## config.mk

```make
export PLATFORM = sky130hd
export DESIGN_NAME = rat_interrupt_controller
export DESIGN_NICKNAME = d
export VERILOG_FILES = /design/src/rtl/rat_interrupt_controller.sv
export SDC_FILE = /design/constraint.sdc
export NUM_CORES = 1
export LEC_CHECK = 0
export ABC_AREA = 1
export BUFFER_PORTS_ARGS = -buffer_cell sky130_fd_sc_hd__buf_2
export CORE_MARGIN = 4
export CORE_UTILIZATION = 56
export DETAILED_ROUTE_END_ITERATION = 12
export PLACE_DENSITY = 0.93
export SLEW_MARGIN = 0
export SYNTH_ARGS = -nofsm -noshare
export SYNTH_HDL_FRONTEND = slang
export SYNTH_SLANG_ARGS = --single-unit
```

## constraint.sdc

```tcl
create_clock -name i_clk -period 3.2 [get_ports i_clk]
set_clock_uncertainty 0.2 [all_clocks]
set_input_delay 0.32 -clock i_clk [delete_from_list [all_inputs] [get_ports i_clk]]
set_output_delay 0.32 -clock i_clk [all_outputs]
set_load 0.02 [all_outputs]
```

## src/rtl/rat_interrupt_controller.sv

```systemverilog
// Multi-source interrupt controller: sync, per-source edge/level latch, mask, fixed-priority request, vector out.
// Latency: IRQ edge -> INT_REQ in 4 clocks; backpressure: none, requests wait in pending until ACK/EOI.
module rat_interrupt_controller #(
    parameter int         NUM_SRC   = 8,
    parameter logic [7:0] EDGE_MODE = 8'hFF,
    parameter logic [9:0] VEC_BASE  = 10'h3F0,
    parameter logic [7:0] MASK_ID   = 8'hE0,
    parameter logic [7:0] PEND_ID   = 8'hE1,
    parameter logic [7:0] EOI_ID    = 8'hE2
) (
    input  logic               i_clk,
    input  logic               i_reset_n,
    input  logic [NUM_SRC-1:0] i_irq_in,
    input  logic               i_i_en,
    input  logic               i_int_ack,
    input  logic               i_io_strb,
    input  logic [7:0]         i_port_id,
    input  logic [7:0]         i_out_port,
    output logic               o_int_req,
    output logic [9:0]         o_vec_addr,
    output logic [7:0]         o_in_data,
    output logic               o_in_sel,
    output logic [2:0]         o_active_idx
);
    localparam logic [NUM_SRC-1:0] EDGE_L = EDGE_MODE[NUM_SRC-1:0];

    typedef enum logic [1:0] {
        ST_IDLE    = 2'd0,
        ST_REQ     = 2'd1,
        ST_SERVICE = 2'd2
    } state_t;

    state_t             r_state;
    logic [NUM_SRC-1:0] r_sync1;
    logic [NUM_SRC-1:0] r_sync2;
    logic [NUM_SRC-1:0] r_prev;
    logic [NUM_SRC-1:0] r_pending;
    logic [NUM_SRC-1:0] r_mask;
    logic               r_int_req;
    logic [9:0]         r_vec_addr;
    logic [2:0]         r_active_idx;

    logic               w_mask_wr;
    logic               w_pend_wr;
    logic               w_eoi_wr;
    logic [NUM_SRC-1:0] w_rise;
    logic [NUM_SRC-1:0] w_sw_set;
    logic [NUM_SRC-1:0] w_act_onehot;
    logic [NUM_SRC-1:0] w_clr;
    logic [NUM_SRC-1:0] w_pend_nxt;
    logic [NUM_SRC-1:0] w_elig;
    logic [2:0]         w_winner;
    logic               w_any_elig;
    logic               w_act_elig;

    assign w_mask_wr  = i_io_strb && (i_port_id == MASK_ID);
    assign w_pend_wr  = i_io_strb && (i_port_id == PEND_ID);
    assign w_eoi_wr   = i_io_strb && (i_port_id == EOI_ID);
    assign w_rise     = r_sync2 & ~r_prev;
    assign w_sw_set   = w_pend_wr ? (i_out_port[NUM_SRC-1:0] & EDGE_L) : '0;
    assign w_elig     = r_pending & r_mask;
    assign w_any_elig = |w_elig;

    // Descending scan so the lowest eligible index is the last one written.
    always_comb begin
        w_winner     = 3'd0;
        w_act_onehot = '0;
        for (int i = NUM_SRC - 1; i >= 0; i--) begin
            if (w_elig[i]) w_winner = 3'(i);
            w_act_onehot[i] = (r_active_idx == 3'(i));
        end
    end

    assign w_act_elig = |(w_elig & w_act_onehot);
    assign w_clr      = (r_state == ST_REQ && i_int_ack) ? w_act_onehot : '0;
    // Set terms are ORed after the clear, so a same-cycle set beats the ACK clear.
    assign w_pend_nxt = (EDGE_L & ((r_pending & ~w_clr) | w_rise | w_sw_set)) | (~EDGE_L & r_sync2);

    always_ff @(posedge i_clk) begin
        if (!i_reset_n) begin
            r_sync1   <= '0;
            r_sync2   <= '0;
            r_prev    <= '0;
            r_pending <= '0;
            r_mask    <= '0;
        end else begin
            r_sync1   <= i_irq_in;
            r_sync2   <= r_sync1;
            r_prev    <= r_sync2;
            r_pending <= w_pend_nxt;
            if (w_mask_wr) r_mask <= i_out_port[NUM_SRC-1:0];
        end
    end

    always_ff @(posedge i_clk) begin
        if (!i_reset_n) begin
            r_state      <= ST_IDLE;
            r_int_req    <= 1'b0;
            r_active_idx <= 3'd0;
            r_vec_addr   <= VEC_BASE;
        end else begin
            case (r_state)
                ST_IDLE: begin
                    if (i_i_en && w_any_elig) begin
                        r_state      <= ST_REQ;
                        r_int_req    <= 1'b1;
                        r_active_idx <= w_winner;
                        r_vec_addr   <= VEC_BASE + {7'd0, w_winner};
                    end
                end
                ST_REQ: begin
                    if (i_int_ack) begin
                        r_state   <= ST_SERVICE;
                        r_int_req <= 1'b0;
                    end else if (!i_i_en || !w_act_elig) begin
                        r_state   <= ST_IDLE;
                        r_int_req <= 1'b0;
                    end
                end
                ST_SERVICE: begin
                    r_int_req <= 1'b0;
                    if (w_eoi_wr) r_state <= ST_IDLE;
                end
                default: begin
                    r_state   <= ST_IDLE;
                    r_int_req <= 1'b0;
                end
            endcase
        end
    end

    always_comb begin
        o_in_sel  = 1'b0;
        o_in_data = 8'h00;
        if (i_port_id == MASK_ID) begin
            o_in_sel  = 1'b1;
            o_in_data = 8'(r_mask);
        end else if (i_port_id == PEND_ID) begin
            o_in_sel  = 1'b1;
            o_in_data = 8'(r_pending);
        end
    end

    assign o_int_req    = r_int_req;
    assign o_vec_addr   = r_vec_addr;
    assign o_active_idx = r_active_idx;
endmodule

```

-- Yosys cells after proc, flatten, opt, wreduce, memory -nomap -nowiden
Index checks and enable logic that the tools add are counted.
- bits in registers: 56
- bits of input ports: 29
- output and inout port bits: 23
- word-level logic and storage cells: 71
- $add $sub $neg: 1
- eq/ne operators: 15
- multiplexer cells: 23
- bitwise logic cells: 8
- reductions and logical operators: 15
- operators with widths (kind ; number):
    8-bit AND ; 4
    8-bit two-way mux ; 4
    8-bit == test (second input constant) ; 3
    3-bit two-way mux ; 8
    8-bit inverter ; 2
    8-bit bitwise OR ; 2
    8-bit OR reduction ; 2
    3-bit == test (second input constant) ; 4
    2-bit two-way mux ; 4
    5-bit by 4-bit adder with 6-bit output (first input constant) ; 1
    3-bit by 2-bit == test with 1-bit output (second input constant) ; 2
    2-bit one-hot mux with 3 select lines ; 1
    1-bit logical AND ; 5
    1-bit two-way mux ; 5
    2-bit inequality test (second input constant) ; 2
    2-bit AND reduction ; 2
    3-bit by 1-bit == test with 1-bit output (second input constant) ; 1
    3-bit logical NOT ; 1
    3-bit by 2-bit inequality test with 1-bit output (second input constant) ; 1
    3-bit AND reduction ; 1
    2-bit by 1-bit == test with 1-bit output (second input constant) ; 1
    2-bit == test (second input constant) ; 1
    1-bit logical NOT ; 2
    2-bit logical NOT ; 1
    other kinds (2) ; 2

-- Longest topological paths before layout
Gate-level depths: netlist (run 1).
- word-level depth: 10
- gate-level depth with buffers: 11
- depth with buffers taken out: 10

-- Least setup slack after synthesis (run 1)
No wires, ideal clock.
- path kind: input to output
- start point: in i_port_id[3]
- end point: out o_in_data[4]
- arrival: 1.312 ns
- required time: 2.680 ns
- path slack: 1.368 ns
- cell stages on the path: 6
- buffers on the path: 1
- path through: nor2_2 > nand2_2 > nor3_4 > buf_6 > inv_1 > o22ai_1
- longest elaborated chain between the ends: 3
- elaborated cells between the ends (all ways): 4
- classes of those cells: 2 x eq/ne; 2 x mux
- ends and longest elaborated chain (item ; RTL line ; source):
    start: declaration ; 17 ; input logic [7:0] i_port_id,
    8-bit == test ; 138 ; end else if (i_port_id == PEND_ID) begin
    8-bit two-way mux ; 138 ;
    8-bit two-way mux * ; 135 ; if (i_port_id == MASK_ID) begin
    end: declaration ; 21 ; output logic [7:0] o_in_data,
Every way passes the cells marked *; elsewhere a longest branch is shown, timed or not.

-- Worst setup path after layout (run 1)
Ends and elaborated chain as after synthesis.

==> results.toml, run 1 <==
[timing]
final.setup.tns_ns = 0
max_slew_margin_pct = 60.3
hold_viol_final = 0
fmax_mhz = 465
period_share_pct = 67.2
rsz0062_at_grt = "no"
setup_viol = 0
period_minus_slack_ns = 2.15
final-max-slew-violation-count = 0
worstMarginPinSlew_ns = 0.595

[global_route]
grt_pass1_wl_um = 7470
grt_max_degree = 37
antenna_found_initial = 0
track_usage_pct = 21.1
grt_pass1_vias = 1799
overflow = 0

[die]
die_area_um2 = 4740
die_x_um = 68.9
fp-row-count = 21
ios = 52
die_h_um = 68.9
core_um2 = 3470
start_util_pct = 59.8

[pwr]
p_per_area_nw_per_um2 = 457
seqPwrFrac_pct = 54.3
p_clk_share_pct = 38.7
p_leak_nw = 1.37
peakVddDrop_uv = 405
p_int_mw = 0.854
p_sw_mw = 0.248
power_mw = 1.10
netSwitchingFraction_pct = 22.5
p_comb_share_pct = 7.0

[cells_and_area]
drive_above_1_share_pct = 16.5
layout_common_cells = "71 x nand2_1, 66 x inv_1, 46 x dfxtp_1, 44 x buf_2, 27 x o21ai_0"
antenna-diode-count = 0
area_growth_pct = 16.2
final_core_util_pct = 69.5
layout_commonest_cell = "nand2_1"
nets = 373

[yosys]
synthAdderAreaFrac_pct = 0
synth_top_family_by_area = "simple AND/OR/NAND/NOR gates"
synth_compound_area_share_pct = 14.6
syn_inst = 301
synth.yosys.seq_area_share_pct = 44.4
synth_warnings = 0
syn-mean-instance-area_um2 = 6.89
netlist_area_um2 = 2070
synth-seq-cells = 46
muxShareOfSynthArea_pct = 0
synthDistinctLibCells = 24
yosys.area_share.simple_pct = 22.3
yosys.area_share.xor_xnor_pct = 0

[min_path]
hp-class = "primary input to flop"

[placed_design]
dp_hpwl_um = 3190
port-buffer-count = 44
gp_congestion = 0.875

[clocking]
cts_sinks = 46
ctsResizeCount = 0
path_clk_slew_ns = 0.08
cts_buffer_depth = 2
h-tree-depth = 2
cts_made_buffers = 5
clk_latency_ns = 0.30
clock_tree.root_cell = "clkbuf_8"
cts_tree = "done"

[setup_path]
crit_fanout = 15
required_ns = 2.68
rrSetupSlack_ns = 1.48
worstSetupStartpointType = "primary input"
endpoint_kind = "output pin"
crit_type = "primary input to output pin"
cp.arrival_ns = 1.63

[route]
wl_per_cell_um = 11.7
wl_um = 4560
via_per_inst = 4.94
final_antenna_net_count = 0
dr.pass1.iters = 4
drc = 0
drt_iter0_drc = 149
dr_total_vias = 1931

[flow_run]
max_cap_viol_count = 0

[run_status]
status = "finished, final reports clean"
-- cells in the mapped netlist (all sizes together) --
| master | number | area share [%] |
|---|---|---|
| o211ai | 1 | 0.36 |
| nand3 | 10 | 2.7 |
| buf | 15 | 5.5 |
| dfxtp | 46 | 44 |
| a21oi | 18 | 4.3 |
| conb | 2 | 0.36 |
| o22ai | 2 | 0.60 |
| nand4 | 2 | 0.90 |
| o31ai | 1 | 0.36 |
| a31oi | 8 | 2.4 |
| nor2 | 24 | 4.5 |
| nand2 | 72 | 13 |
| inv | 67 | 12 |
| o21ai | 27 | 6.5 |
| nor4 | 1 | 0.30 |
| nor3 | 1 | 0.78 |
| clkbuf | 4 | 0.72 |
-- critical path, cell delays in order --
cell and delay (ns):
buf_2 0.10, nor2_2 0.12, nand2_2 0.10, nor3_4 0.51, inv_1 0.13, o22ai_1 0.15, buf_2 0.19
-- what timing repair did --
action                    4_1_cts  5_1_grt
hold buffers                    6        0
setup buffers                   0        0
hold endpoints to repair        6        0
-- cell type report --
class                   count  area (µm²)
multi-input cells         174         791
clock buffers               6        72.6
repair buffers             50         280
fillers                   309        1060
inverters                  67         251
well taps                  46        57.6
flip-flops and latches     46         921
clock inverters             2        37.5
-- through the flow --
step	instances	worst slack [ns]	hold slack (ns)	instance area [µm²]
finish	391	1.05	0.00903	2410
global placement	377	1.12	0.192	2240
floorplan	306	1.37	0.190	2090
detailed placement	377	1.05	0.199	2240
CTS	391	1.05	0.00814	2410
global route	391	0.968	0.00966	2410
-- per-layer routing --
layer	GRT usage, %	share of wire [%]	vias to the layer above
li1	-	-	984
met1	24.9	41	858
met2	36.7	51	78
met3	5.51	6.6	11
met4	7.79	1.9	0
met5	0	0	-
-- state kept, by name (all words and copies together), names as in the netlist --
register	count
o_active_idx	3
o_int_req	1
r_mask	8
r_pending	8
r_prev	8
r_state	2
r_sync1	8
r_sync2	8
-- path summary, 6_finish.rpt --
path / from / end / depth (start not counted)
max: i_port_id[3] / o_in_data[4] / 7
min: i_irq_in[6] / r_sync1[6] / 3
max reg2reg: o_active_idx[0] / r_pending[1] / 7
min reg2reg: r_sync1[7] / r_sync2[7] / 2
-- power by group through the flow --
| stage | Combinational, mW | Sequential (mW) | Clock (mW) |
|---|---|---|---|
| 2_1_floorplan | 0.0530 | 0.609 | 0 |
| 3_3_place_gp | 0.0679 | 0.610 | 0 |
| 3_5_place_dp | 0.0711 | 0.611 | 0 |
| 4_1_cts | 0.0772 | 0.598 | 0.429 |
| 5_1_grt | 0.0888 | 0.600 | 0.457 |
| 6_report | 0.0777 | 0.598 | 0.426 |
-- cells by family after synthesis --
kind of cell | after synthesis
AND/OR/NAND/NOR | 110
buffers and inverters | 86
AO/OA/AOI/OAI | 57
flip-flops | 46
other | 2
No activity file was read; power rests on OpenSTA's default activity.
==> run 2: changes to the inputs <==
- CORE_UTILIZATION: 56 -> 52
- PLACE_DENSITY: 0.93 -> 0.88
- clock period: 3.2 -> 2.2 ns (I/O delays scaled with it)
==> results.toml, run 2 (synthesized netlist as in run 1, its figures left out) <==
[run_status]
status = "finished, final reports clean"

[route]
final_antenna_net_count = 0
wl_um = 4620
drt_iter0_drc = 141
via_per_inst = 4.82
drc = 0
dr_total_vias = 1949
dr.pass1.iters = 4
wl_per_cell_um = 11.4

[timing]
timing.final.ws_setup_ns = 0.367
final-max-slew-violation-count = 0
setup_viol = 0
period_minus_slack_ns = 1.83
hold_viol_final = 0
fmax_mhz = 546
final.setup.tns_ns = 0
rsz0062_at_grt = "no"
period_share_pct = 83.3

[clocking]
clk_latency_ns = 0.29
cts_made_buffers = 5
h-tree-depth = 2
ctsResizeCount = 0
path_clk_slew_ns = 0.09
cts_buffer_depth = 2
postCtsSetupBuffers = 0
cts_tree = "done"
clock_tree.root_cell = "clkbuf_8"
cts_sinks = 46
hold_buffers = 15

[pwr]
p_leak_nw = 1.41
peakVddDrop_uv = 550
p_clk_share_pct = 38.1
p_sw_mw = 0.357
netSwitchingFraction_pct = 22.2
p_per_area_nw_per_um2 = 640
p_int_mw = 1.25
seqPwrFrac_pct = 54.0
p_comb_share_pct = 7.9

[placed_design]
place_inst = 381
gp_congestion = 0.883
pre_cts_ws_ns = 0.390
dpl_cell_area_um2 = 2260
port-buffer-count = 44
dp_hpwl_um = 3260

[die]
fp-row-count = 22
die_area_um2 = 5060
die_x_um = 71.2
ios = 52
die_h_um = 71.2
start_util_pct = 55.0
core_um2 = 3770

[setup_path]
worstRegToRegCells = 7
rr_endpoint = "r_pending[6]"
endpoint_kind = "output pin"
r2r_start = "o_active_idx[1]"
crit_slowest_cell = "nor3_4"
cp_num_buf_inv = 3
cpMostUsedCell = "buf_2"
crit_type = "primary input to output pin"
path_cells = "buf_2 > nor2_2 > nand2_2 > nor3_4 > inv_1 > o22ai_1 > buf_2"
path_delay_family = "simple AND/OR/NAND/NOR gates"
cp.arrival_ns = 1.41
required_ns = 1.78
rrSetupSlack_ns = 0.51
cpPeakStageDelay_ns = 0.43
worstSetupStartpointType = "primary input"
crit_fanout = 12

[cells_and_area]
layout_common_cells = "71 x nand2_1, 66 x inv_1, 46 x dfxtp_1, 44 x buf_2, 27 x o21ai_0"
drive_above_1_share_pct = 16.6
final_core_util_pct = 66.8
layout_commonest_cell = "nand2_1"
fin_cells = 404
antenna-diode-count = 0
stdcell_area_um2 = 2520
nets = 384
fillers = 314
area_growth_pct = 21.4

[global_route]
overflow = 0
gr-usage-met1_pct = 21.0
track_usage_pct = 18.8
grt_pass1_vias = 1845
antenna_found_initial = 0
grt_max_degree = 23
grt_use_met2_pct = 34.0
grt_pass1_wl_um = 7720
globalRouteMet3Util_pct = 4.26
top_usage_layer = "met2"

[flow_run]
max_cap_viol_count = 0

[min_path]
min_from = "i_out_port[7]"
hold_end = "r_pending[7]"
hp-class = "primary input to flop"
min_delay_path_depth = 3
## run 2: cell count changes in the layout (fill, tap and decap cells not counted), sizes merged
cell / delta
buf: +2
dlygate4sd3: +9
## run 2: worst max path at each step
stage / cells after the start / to / slack, ns / startpoint
2_1_floorplan: 6 / o_in_data[4] / 0.57 / i_port_id[3]
3_3_place_gp: 7 / o_in_data[4] / 0.41 / i_port_id[3]
3_5_place_dp: 7 / o_in_data[4] / 0.39 / i_port_id[3]
4_1_cts: 7 / o_in_data[4] / 0.39 / i_port_id[3]
5_1_grt: 7 / o_in_data[4] / 0.27 / i_port_id[3]
6_report: 7 / o_in_data[4] / 0.37 / i_port_id[3]
## run 2: per-layer routing
| metal | wire length, µm | share of wire [%] |
|---|---|---|
| met2 | 2340 | 51 |
| met4 | 61 | 1.3 |
| met1 | 1900 | 41 |
| met5 | 0 | 0 |
| met3 | 321 | 6.9 |
## run 2: cell type report
cell class,count,area (µm²),area share [%]
Timing Repair Buffer,61,385,15.3
Inverter,67,251,9.99
Tap cell,48,60.1,2.38
Multi-Input combinational cell,174,791,31.4
Clock buffer,6,72.6,2.88
Clock inverter,2,37.5,1.49
Sequential cell,46,921,36.6
## run 2: per-stage QoR
stage	hold slack, ns	total power [mW]
after floorplan	0.118	0.963
after global placement	0.192	0.988
after detailed placement	0.203	0.994
after CTS	0.00776	1.62
after global routing	0.0125	1.67
final	0.00653	1.61
## run 2: worst min-delay path: stages
cell and delay, ns:
buf_2 0.11, nand3_1 0.07, a21oi_1 0.06
## run 2: power groups by stage
stage                     clock [mW]  sequential (mW)  combinational (mW)
after floorplan                    0            0.886              0.0771
after global placement             0            0.887               0.101
after detailed placement           0            0.889               0.105
after CTS                      0.627            0.869               0.125
after global routing           0.656            0.873               0.144
final                          0.614            0.870               0.128
